[config.mk]
export PLATFORM = sky130hd
export DESIGN_NAME = dlx_mem_arbiter
export DESIGN_NICKNAME = d
export VERILOG_FILES = /design/src/rtl/dlx_mem_arbiter.sv
export SDC_FILE = /design/constraint.sdc
export NUM_CORES = 1
export LEC_CHECK = 0
export CAP_MARGIN = 20
export CORE_MARGIN = 10
export CORE_UTILIZATION = 43
export DETAILED_ROUTE_END_ITERATION = 7
export PLACE_DENSITY = 0.84
export SYNTH_ARGS = -nofsm -noshare
export SYNTH_HDL_FRONTEND = slang
export SYNTH_SLANG_ARGS = --single-unit
export TNS_END_PERCENT = 30
[constraint.sdc]
create_clock -name clk -period 8.1 [get_ports clk]
set_clock_uncertainty 0.2 [all_clocks]
set_input_delay 1.215 -clock clk [delete_from_list [all_inputs] [get_ports clk]]
set_output_delay 1.215 -clock clk [all_outputs]
set_load 0.05 [all_outputs]
[src/rtl/dlx_mem_arbiter.sv]
// Unified-memory sequencer for the DLX: arbitrates fetch, data and debug ports
// onto one fixed-latency memory and returns per-port data and acknowledges.
module dlx_mem_arbiter #(
   parameter int unsigned AW       = 32,
   parameter int unsigned DW       = 32,
   parameter int unsigned MEM_LAT  = 2,
   parameter int unsigned MAX_WAIT = 4
) (
   input  logic          clk,
   input  logic          rst,
   input  logic          if_req,
   input  logic [AW-1:0] if_addr,
   output logic [DW-1:0] if_rdata,
   output logic          if_rvalid,
   input  logic          d_req,
   input  logic          d_we,
   input  logic [AW-1:0] d_addr,
   input  logic [DW-1:0] d_wdata,
   output logic [DW-1:0] d_rdata,
   output logic          d_rvalid,
   input  logic          dbg_req,
   input  logic          dbg_we,
   input  logic [AW-1:0] dbg_addr,
   input  logic [DW-1:0] dbg_wdata,
   output logic [DW-1:0] dbg_rdata,
   output logic          dbg_rvalid,
   output logic          mem_en,
   output logic          mem_we,
   output logic [AW-1:0] mem_addr,
   output logic [DW-1:0] mem_wdata,
   input  logic [DW-1:0] mem_rdata,
   output logic          pipe_stall,
   output logic          busy
);

   typedef enum logic [1:0] {S_IDLE, S_ACCESS, S_WAIT, S_RESP} state_e;
   typedef enum logic [1:0] {P_NONE, P_IF, P_D, P_DBG} port_e;

   localparam logic [3:0] LAT_LOAD = 4'(MEM_LAT - 1);
   localparam logic [3:0] WAIT_MAX = 4'(MAX_WAIT);

   state_e        state_q, state_d;
   port_e         win_q, win_d, grant;
   logic          we_q, we_d;
   logic [AW-1:0] addr_q, addr_d;
   logic [DW-1:0] wdata_q, wdata_d;
   logic [3:0]    lat_q, lat_d, wait_q, wait_d;

   logic          mem_en_q, mem_en_d, mem_we_q, mem_we_d;
   logic [AW-1:0] mem_addr_q, mem_addr_d;
   logic [DW-1:0] mem_wdata_q, mem_wdata_d;
   logic [DW-1:0] if_rdata_q, if_rdata_d, d_rdata_q, d_rdata_d, dbg_rdata_q, dbg_rdata_d;
   logic          if_rvalid_q, if_rvalid_d, d_rvalid_q, d_rvalid_d, dbg_rvalid_q, dbg_rvalid_d;
   logic          busy_q, busy_d;

   logic          arb_en, elig_if, elig_d, elig_dbg, forced, capture;

   // The port acknowledged in RESP is excluded so it cannot re-win on its held request.
   always_comb begin
      arb_en   = (state_q == S_IDLE) || (state_q == S_RESP);
      elig_if  = if_req  && !((state_q == S_RESP) && (win_q == P_IF));
      elig_d   = d_req   && !((state_q == S_RESP) && (win_q == P_D));
      elig_dbg = dbg_req && !((state_q == S_RESP) && (win_q == P_DBG));
      forced   = elig_if && (wait_q == WAIT_MAX);
      grant    = P_NONE;
      if (arb_en) begin
         if (forced)        grant = P_IF;
         else if (elig_dbg) grant = P_DBG;
         else if (elig_d)   grant = P_D;
         else if (elig_if)  grant = P_IF;
      end
   end

   always_ff @(posedge clk or negedge rst) begin
      if (!rst) begin
         state_q      <= S_IDLE;
         win_q        <= P_NONE;
         we_q         <= 1'b0;
         addr_q       <= '0;
         wdata_q      <= '0;
         lat_q        <= '0;
         wait_q       <= '0;
         mem_en_q     <= 1'b0;
         mem_we_q     <= 1'b0;
         mem_addr_q   <= '0;
         mem_wdata_q  <= '0;
         if_rdata_q   <= '0;
         d_rdata_q    <= '0;
         dbg_rdata_q  <= '0;
         if_rvalid_q  <= 1'b0;
         d_rvalid_q   <= 1'b0;
         dbg_rvalid_q <= 1'b0;
         busy_q       <= 1'b0;
      end else begin
         state_q      <= state_d;
         win_q        <= win_d;
         we_q         <= we_d;
         addr_q       <= addr_d;
         wdata_q      <= wdata_d;
         lat_q        <= lat_d;
         wait_q       <= wait_d;
         mem_en_q     <= mem_en_d;
         mem_we_q     <= mem_we_d;
         mem_addr_q   <= mem_addr_d;
         mem_wdata_q  <= mem_wdata_d;
         if_rdata_q   <= if_rdata_d;
         d_rdata_q    <= d_rdata_d;
         dbg_rdata_q  <= dbg_rdata_d;
         if_rvalid_q  <= if_rvalid_d;
         d_rvalid_q   <= d_rvalid_d;
         dbg_rvalid_q <= dbg_rvalid_d;
         busy_q       <= busy_d;
      end
   end

   always_comb begin
      state_d = state_q;
      win_d   = win_q;
      we_d    = we_q;
      addr_d  = addr_q;
      wdata_d = wdata_q;
      lat_d   = lat_q;
      wait_d  = wait_q;
      case (state_q)
         S_IDLE, S_RESP: begin
            state_d = S_IDLE;
            if (grant != P_NONE) begin
               state_d = S_ACCESS;
               win_d   = grant;
               case (grant)
                  P_IF: begin
                     we_d    = 1'b0;
                     addr_d  = if_addr;
                     wdata_d = '0;
                  end
                  P_D: begin
                     we_d    = d_we;
                     addr_d  = d_addr;
                     wdata_d = d_wdata;
                  end
                  default: begin
                     we_d    = dbg_we;
                     addr_d  = dbg_addr;
                     wdata_d = dbg_wdata;
                  end
               endcase
               if (grant == P_IF)                     wait_d = '0;
               else if (elig_if && wait_q < WAIT_MAX) wait_d = wait_q + 4'd1;
            end
         end
         S_ACCESS: begin
            lat_d   = LAT_LOAD;
            state_d = S_WAIT;
         end
         S_WAIT: begin
            if (lat_q == '0) state_d = S_RESP;
            else             lat_d   = lat_q - 4'd1;
         end
         default: state_d = S_IDLE;
      endcase
   end

   // Outputs are registered, so they are computed from the upcoming state.
   always_comb begin
      capture      = (state_q == S_WAIT) && (lat_q == '0) && !we_q;
      mem_en_d     = (state_d == S_ACCESS);
      mem_we_d     = mem_en_d && we_d;
      mem_addr_d   = mem_en_d ? addr_d  : '0;
      mem_wdata_d  = mem_en_d ? wdata_d : '0;
      busy_d       = (state_d != S_IDLE);
      if_rvalid_d  = (state_d == S_RESP) && (win_d == P_IF);
      d_rvalid_d   = (state_d == S_RESP) && (win_d == P_D);
      dbg_rvalid_d = (state_d == S_RESP) && (win_d == P_DBG);
      if_rdata_d   = (capture && win_q == P_IF)  ? mem_rdata : if_rdata_q;
      d_rdata_d    = (capture && win_q == P_D)   ? mem_rdata : d_rdata_q;
      dbg_rdata_d  = (capture && win_q == P_DBG) ? mem_rdata : dbg_rdata_q;
   end

   assign mem_en     = mem_en_q;
   assign mem_we     = mem_we_q;
   assign mem_addr   = mem_addr_q;
   assign mem_wdata  = mem_wdata_q;
   assign if_rdata   = if_rdata_q;
   assign d_rdata    = d_rdata_q;
   assign dbg_rdata  = dbg_rdata_q;
   assign if_rvalid  = if_rvalid_q;
   assign d_rvalid   = d_rvalid_q;
   assign dbg_rvalid = dbg_rvalid_q;
   assign busy       = busy_q;
   assign pipe_stall = (if_req & ~if_rvalid_q) | (d_req & ~d_rvalid_q) | dbg_req;

endmodule
; Yosys cells after proc, flatten, opt, wreduce, memory -nomap -nowiden
; Index checks and enable logic that the tools add are counted.
; W data, S select, Z words.
[word_totals]
register_bits = 243
inputBits = 199
output_inout_bits = 167
wordCells = 98
[op_classes]
add_sub_neg = 2
magnitude_cmp = 1
n_eq_ne = 15
n_mux = 25
n_bitwise = 6
reduce_logical = 31
[op_table]
columns = op, n
row1 = $mux W32, 6
row2 = $pmux W32 S2, 2
row3 = $logic_and A1 B1 Y1, 17
row4 = $eq A2 B2 Y1 const B, 8
row5 = $mux W2, 7
row6 = $mux W4, 3
row7 = $eq A2 B1 Y1 const B, 5
row8 = $pmux W4 S2, 1
row9 = $reduce_bool A2 Y1, 4
row10 = $pmux W2 S3, 1
row11 = $add A4 B1 Y4 const B, 1
row12 = $eq A4 B3 Y1 const B, 1
row13 = $logic_not A1 Y1, 4
row14 = $logic_not A4 Y1, 1
row15 = $lt A4 B3 Y1 const B, 1
row16 = $mux W1, 4
row17 = $sub A4 B1 Y4 const B, 1
row18 = $reduce_and A3 Y1, 1
row19 = $and A1 B1 Y1, 2
row20 = $logic_not A2 Y1, 1
row21 = $ne A2 B2 Y1 const B, 1
row22 = $not A1 Y1, 2
row23 = $or A1 B1 Y1, 2
row24 = $pmux W1 S2, 1
row25 = other kinds (3), 3

; Depth between registers and ports, before layout
[depth]
depth_word = 14
mapped_depth = 13
ltp_nobuf = 12

; Least setup slack after synthesis
; No wires, ideal clock.
[synth_timing]
kind = input port to output port
startpoint = input port d_req
endpoint = output port pipe_stall
arrival_time_ns = 2.064
required_ns = 6.685
slack_ns = 4.621
path_stages = 2
n_path_buf = 0
cell_sequence = inv_1 -> o221ai_1
[synth_between]
elab_chain_cells = 3
[synth_rtl]
columns = element, line
row1 = "start, declared", 15  ; input logic d_req,
row2 = $and A1 B1 Y1, 190  ; assign pipe_stall = (if_req & ~if_rvalid_q) | (d_req & ~d_rvalid_q) | dbg_req;
row3 = $or A1 B1 Y1 (2 in series), 190
row4 = "end, declared", 32  ; output logic pipe_stall,
; No other way between the ends.

; Final worst setup path
[layout_timing]
startpoint = input port if_req
endpoint = output port pipe_stall
[layout_between]
elab_chain_cells = 3
[layout_rtl]
columns = element, line
row1 = "start, declared", 11  ; input logic if_req,
row2 = $and A1 B1 Y1, 190
row3 = $or A1 B1 Y1 (2 in series), 190
; No other way between the ends.

==> flow_metrics.tcl <==
set metrics [dict create \
    grt_pass1_wl_mm 38.96 \
    hold-path-cell-count 1 \
    cts_buffer_depth 2 \
    cts_tree "yes" \
    power.share.switching_pct 48.57 \
    finalInstanceArea_mm2 0.01194 \
    final.fill_count 1264 \
    yosys_register_bits 179 \
    boundaryPins 366 \
    finalSetupViolCount 0 \
    dr.first_iter.drc_count 275 \
    reg2regPathDepth 10 \
    cts_inserted_buffers 17 \
    syn_inst 609 \
    regArea_mm2 0.004479 \
    number_of_search_and_repair_iterations_in_the_first_detailed_routing_pass 5 \
    worstPathCellList "clkdlybuf4s50_1 -> inv_1 -> o221ai_1 -> clkdlybuf4s50_1" \
    detail-route-antenna-nets 0 \
    p_leak_nw 5.162 \
    gp_weighted_congestion 0.8620 \
    timing.critical_path.mode_cell "sky130_fd_sc_hd__clkdlybuf4s50_1" \
    die_x_um 152.7 \
    vdd_drop_max_mv 0.3551 \
    power_density_mw_per_mm2 471.8 \
    worst_min_delay_path_endpoint "if_rdata[30]" \
    synth_enable_flop_cells 0 \
    netSwitchingPower_mw 2.738 \
    path_clk_slew_ps 70 \
    netlist.area_leader.share_pct 59.13 \
    grt_max_degree 99 \
    status "complete, no violations" \
    internal-power_mw 2.898 \
    max_cap_violations 0 \
    element_type_at_the_critical_path_start "input port" \
    io_buffers 365 \
    synth_fp_nets 817 \
    setup_tns_ps 0 \
    cts-root-buf "sky130_fd_sc_hd__clkbuf_16" \
    synth-main-ff-cell "sky130_fd_sc_hd__dfrtp_1" \
    postPlaceCellArea_mm2 0.01131 \
    final.period_utilization_pct 52.68 \
    critical_path.reg2reg.endpoint "we_q" \
    multi_input_comb_area_mm2 0.002809 \
    grt_overflow 0 \
    ys.warnings.count 0 \
    drive_gt1_share_pct 14.70 \
    postRouteWirelength_mm 26.30 \
    post-route-drc-count 0 \
    regToRegSetupSlack_ps 4760 \
    hpwlAfterDp_mm 20.17 \
    combPwrFrac_pct 59.6 \
    synthToLayoutAreaGrowth_pct 57.68 \
    timing_hold_violations_final 0 \
    timing_worst_setup_path_type "in -> out" \
    maxClockFrequency_mhz 234.4 \
    tightestPinTransition_ps 953.1 \
    grt_antenna_before_repair 5 \
    cp_endpoint_kind "primary output" \
    synth_sequential_area_ratio_pct 59.13 \
    critical_path_required_ps 6680 \
    cts_setup_buffers 0 \
    netlist_top_cells_area "sky130_fd_sc_hd__dfrtp_1, sky130_fd_sc_hd__mux2_2, sky130_fd_sc_hd__a22oi_1" \
    worst_skew_pair.late_latency_ps 420 \
    critPathArrivalTime_ps 2850 \
    report.final.slew_viol_count 0 \
    cp_max_stage_cell "sky130_fd_sc_hd__clkdlybuf4s50_1" \
    synth.cell_area_mm2 0.007575 \
    clockPowerShare_pct 14.6 \
    cts_resized 0 \
    timing.critical_path.slowest_cell_delay_ps 840 \
    globalRouteTotalUtil_pct 21.38 \
    post-synth-top-area-cell "sky130_fd_sc_hd__dfrtp_1" \
    rsz0062_at_grt "no" \
    coreArea_mm2 0.01730 \
    starting_density_of_the_core_pct 43.79 \
    h-tree-depth 4 \
    nets 1161 \
    postSynth.asyncResetShare_pct 100.0 \
    wire_per_inst_um 21.99 \
    path_max_fanout 4 \
    routed-via-count 6244 \
    layout.cells.most_common_list "sky130_fd_sc_hd__clkdlybuf4s50_1, sky130_fd_sc_hd__dfrtp_1, sky130_fd_sc_hd__nor2_1" \
    max-slew-margin-rel_pct 36.46 \
    worstHoldStart "if_rdata[30]" \
    ys_types 39 \
    cts_num_sinks 179 \
    postCtsHoldBufs 0 \
    regToRegStartpoint "win_q[1]" \
    dieArea_mm2 0.02332 \
    die-height_um 152.7 \
    layout_min_cycle_time_ps 4267 \
    final_common_cell "sky130_fd_sc_hd__clkdlybuf4s50_1" \
    min_path_type "reg -> reg" \
    avgSynthCellArea_um2 12.44 \
    placementRows 48 \
    seq_power_share_pct 25.8 \
    avgViaCountPerCell 5.221 \
    grt_pass1_vias 6465 \
]
layer usage:
metal	global-route usage, %	up-vias	share of wire [%]
met5	0	-	0
met4	10.76	0	4.0
met3	10.08	47	11
met2	36.24	317	50
met1	21.62	3052	35
li1	-	2828	-
metrics by stage:
step / utilization, % / setup slack [ps] / power [mW] / hold WS (ps) / instances
floorplan: - / 4621 / 3.747 / 266.7 / 609
CTS: 68.82 / 3822 / 5.665 / 308.9 / 1190
global placement: 65.39 / 3726 / 4.745 / 283.0 / 1158
finish: 69.05 / 3833 / 5.636 / 302.5 / 1196
detailed placement: 65.39 / 3638 / 4.833 / 292.2 / 1158
global route: 69.05 / 3766 / 5.940 / 316.2 / 1196
registers in the layout, indices dropped and copies added (netlist names), 4 cells and up:
signal / flops
if_rdata: 32
dbg_rdata: 32
wait_q: 4
lat_q: 4
mem_wdata: 32
d_rdata: 32
mem_addr: 32
synthesized netlist by cell type (3+ instances only):
library cell and count:
sky130_fd_sc_hd__mux2i_1 3, sky130_fd_sc_hd__dfrtp_1 179, sky130_fd_sc_hd__nor2_1 107, sky130_fd_sc_hd__mux2_2 65
sky130_fd_sc_hd__and2_1 3, sky130_fd_sc_hd__mux2_4 30, sky130_fd_sc_hd__buf_6 9, sky130_fd_sc_hd__nand2_1 10
sky130_fd_sc_hd__a21oi_1 34, sky130_fd_sc_hd__buf_2 6, sky130_fd_sc_hd__inv_1 15, sky130_fd_sc_hd__clkbuf_1 28
sky130_fd_sc_hd__nand3_1 5, sky130_fd_sc_hd__o21ai_0 6, sky130_fd_sc_hd__nand2b_1 3, sky130_fd_sc_hd__ha_1 9
sky130_fd_sc_hd__a22oi_1 66
cells by family after synthesis:
logic type / Yosys count / synth area share [%]
AO/OA/AOI/OAI: 119 / 10.57
adder cells (fa/ha/maj): 9 / 1.487
buffers and inverters: 60 / 4.014
flip-flops: 179 / 59.13
multiplexers: 100 / 16.30
AND/OR/NAND/NOR: 142 / 8.490
layout make-up:
cell class / count / share of cell area (%)
tap: 225 / 2.357
clock inverter: 15 / 1.404
clock buffer: 17 / 3.562
multi-input combinational: 370 / 23.52
sequential: 179 / 37.50
antenna: 5 / 0.1048
timing repair buffer: 370 / 31.08
inverter: 15 / 0.4714
power groups by stage:
stage	Combinational [mW]	Clock, mW	Sequential [mW]
finish	3.36	0.823	1.46
global route	3.57	0.879	1.49
CTS	3.37	0.841	1.45
detailed placement	3.36	0	1.47
floorplan	1.25	0	2.50
global placement	3.30	0	1.44
worst max-delay path, delay by kind of cell:
family	cells	cell delay, ps
buf+inv	3	1440
compound gates	1	200
how the worst max path moves through the flow:
stage | slack (ps) | end | from | cells past startpoint
6_report | 3830 | pipe_stall | if_req | 4
5_1_grt | 3770 | pipe_stall | if_req | 4
4_1_cts | 3820 | pipe_stall | if_req | 4
3_5_place_dp | 3640 | we_q | d_req | 11
3_3_place_gp | 3730 | we_q | d_req | 11
2_1_floorplan | 4620 | pipe_stall | d_req | 2
Power figures use the tool's default switching activity.
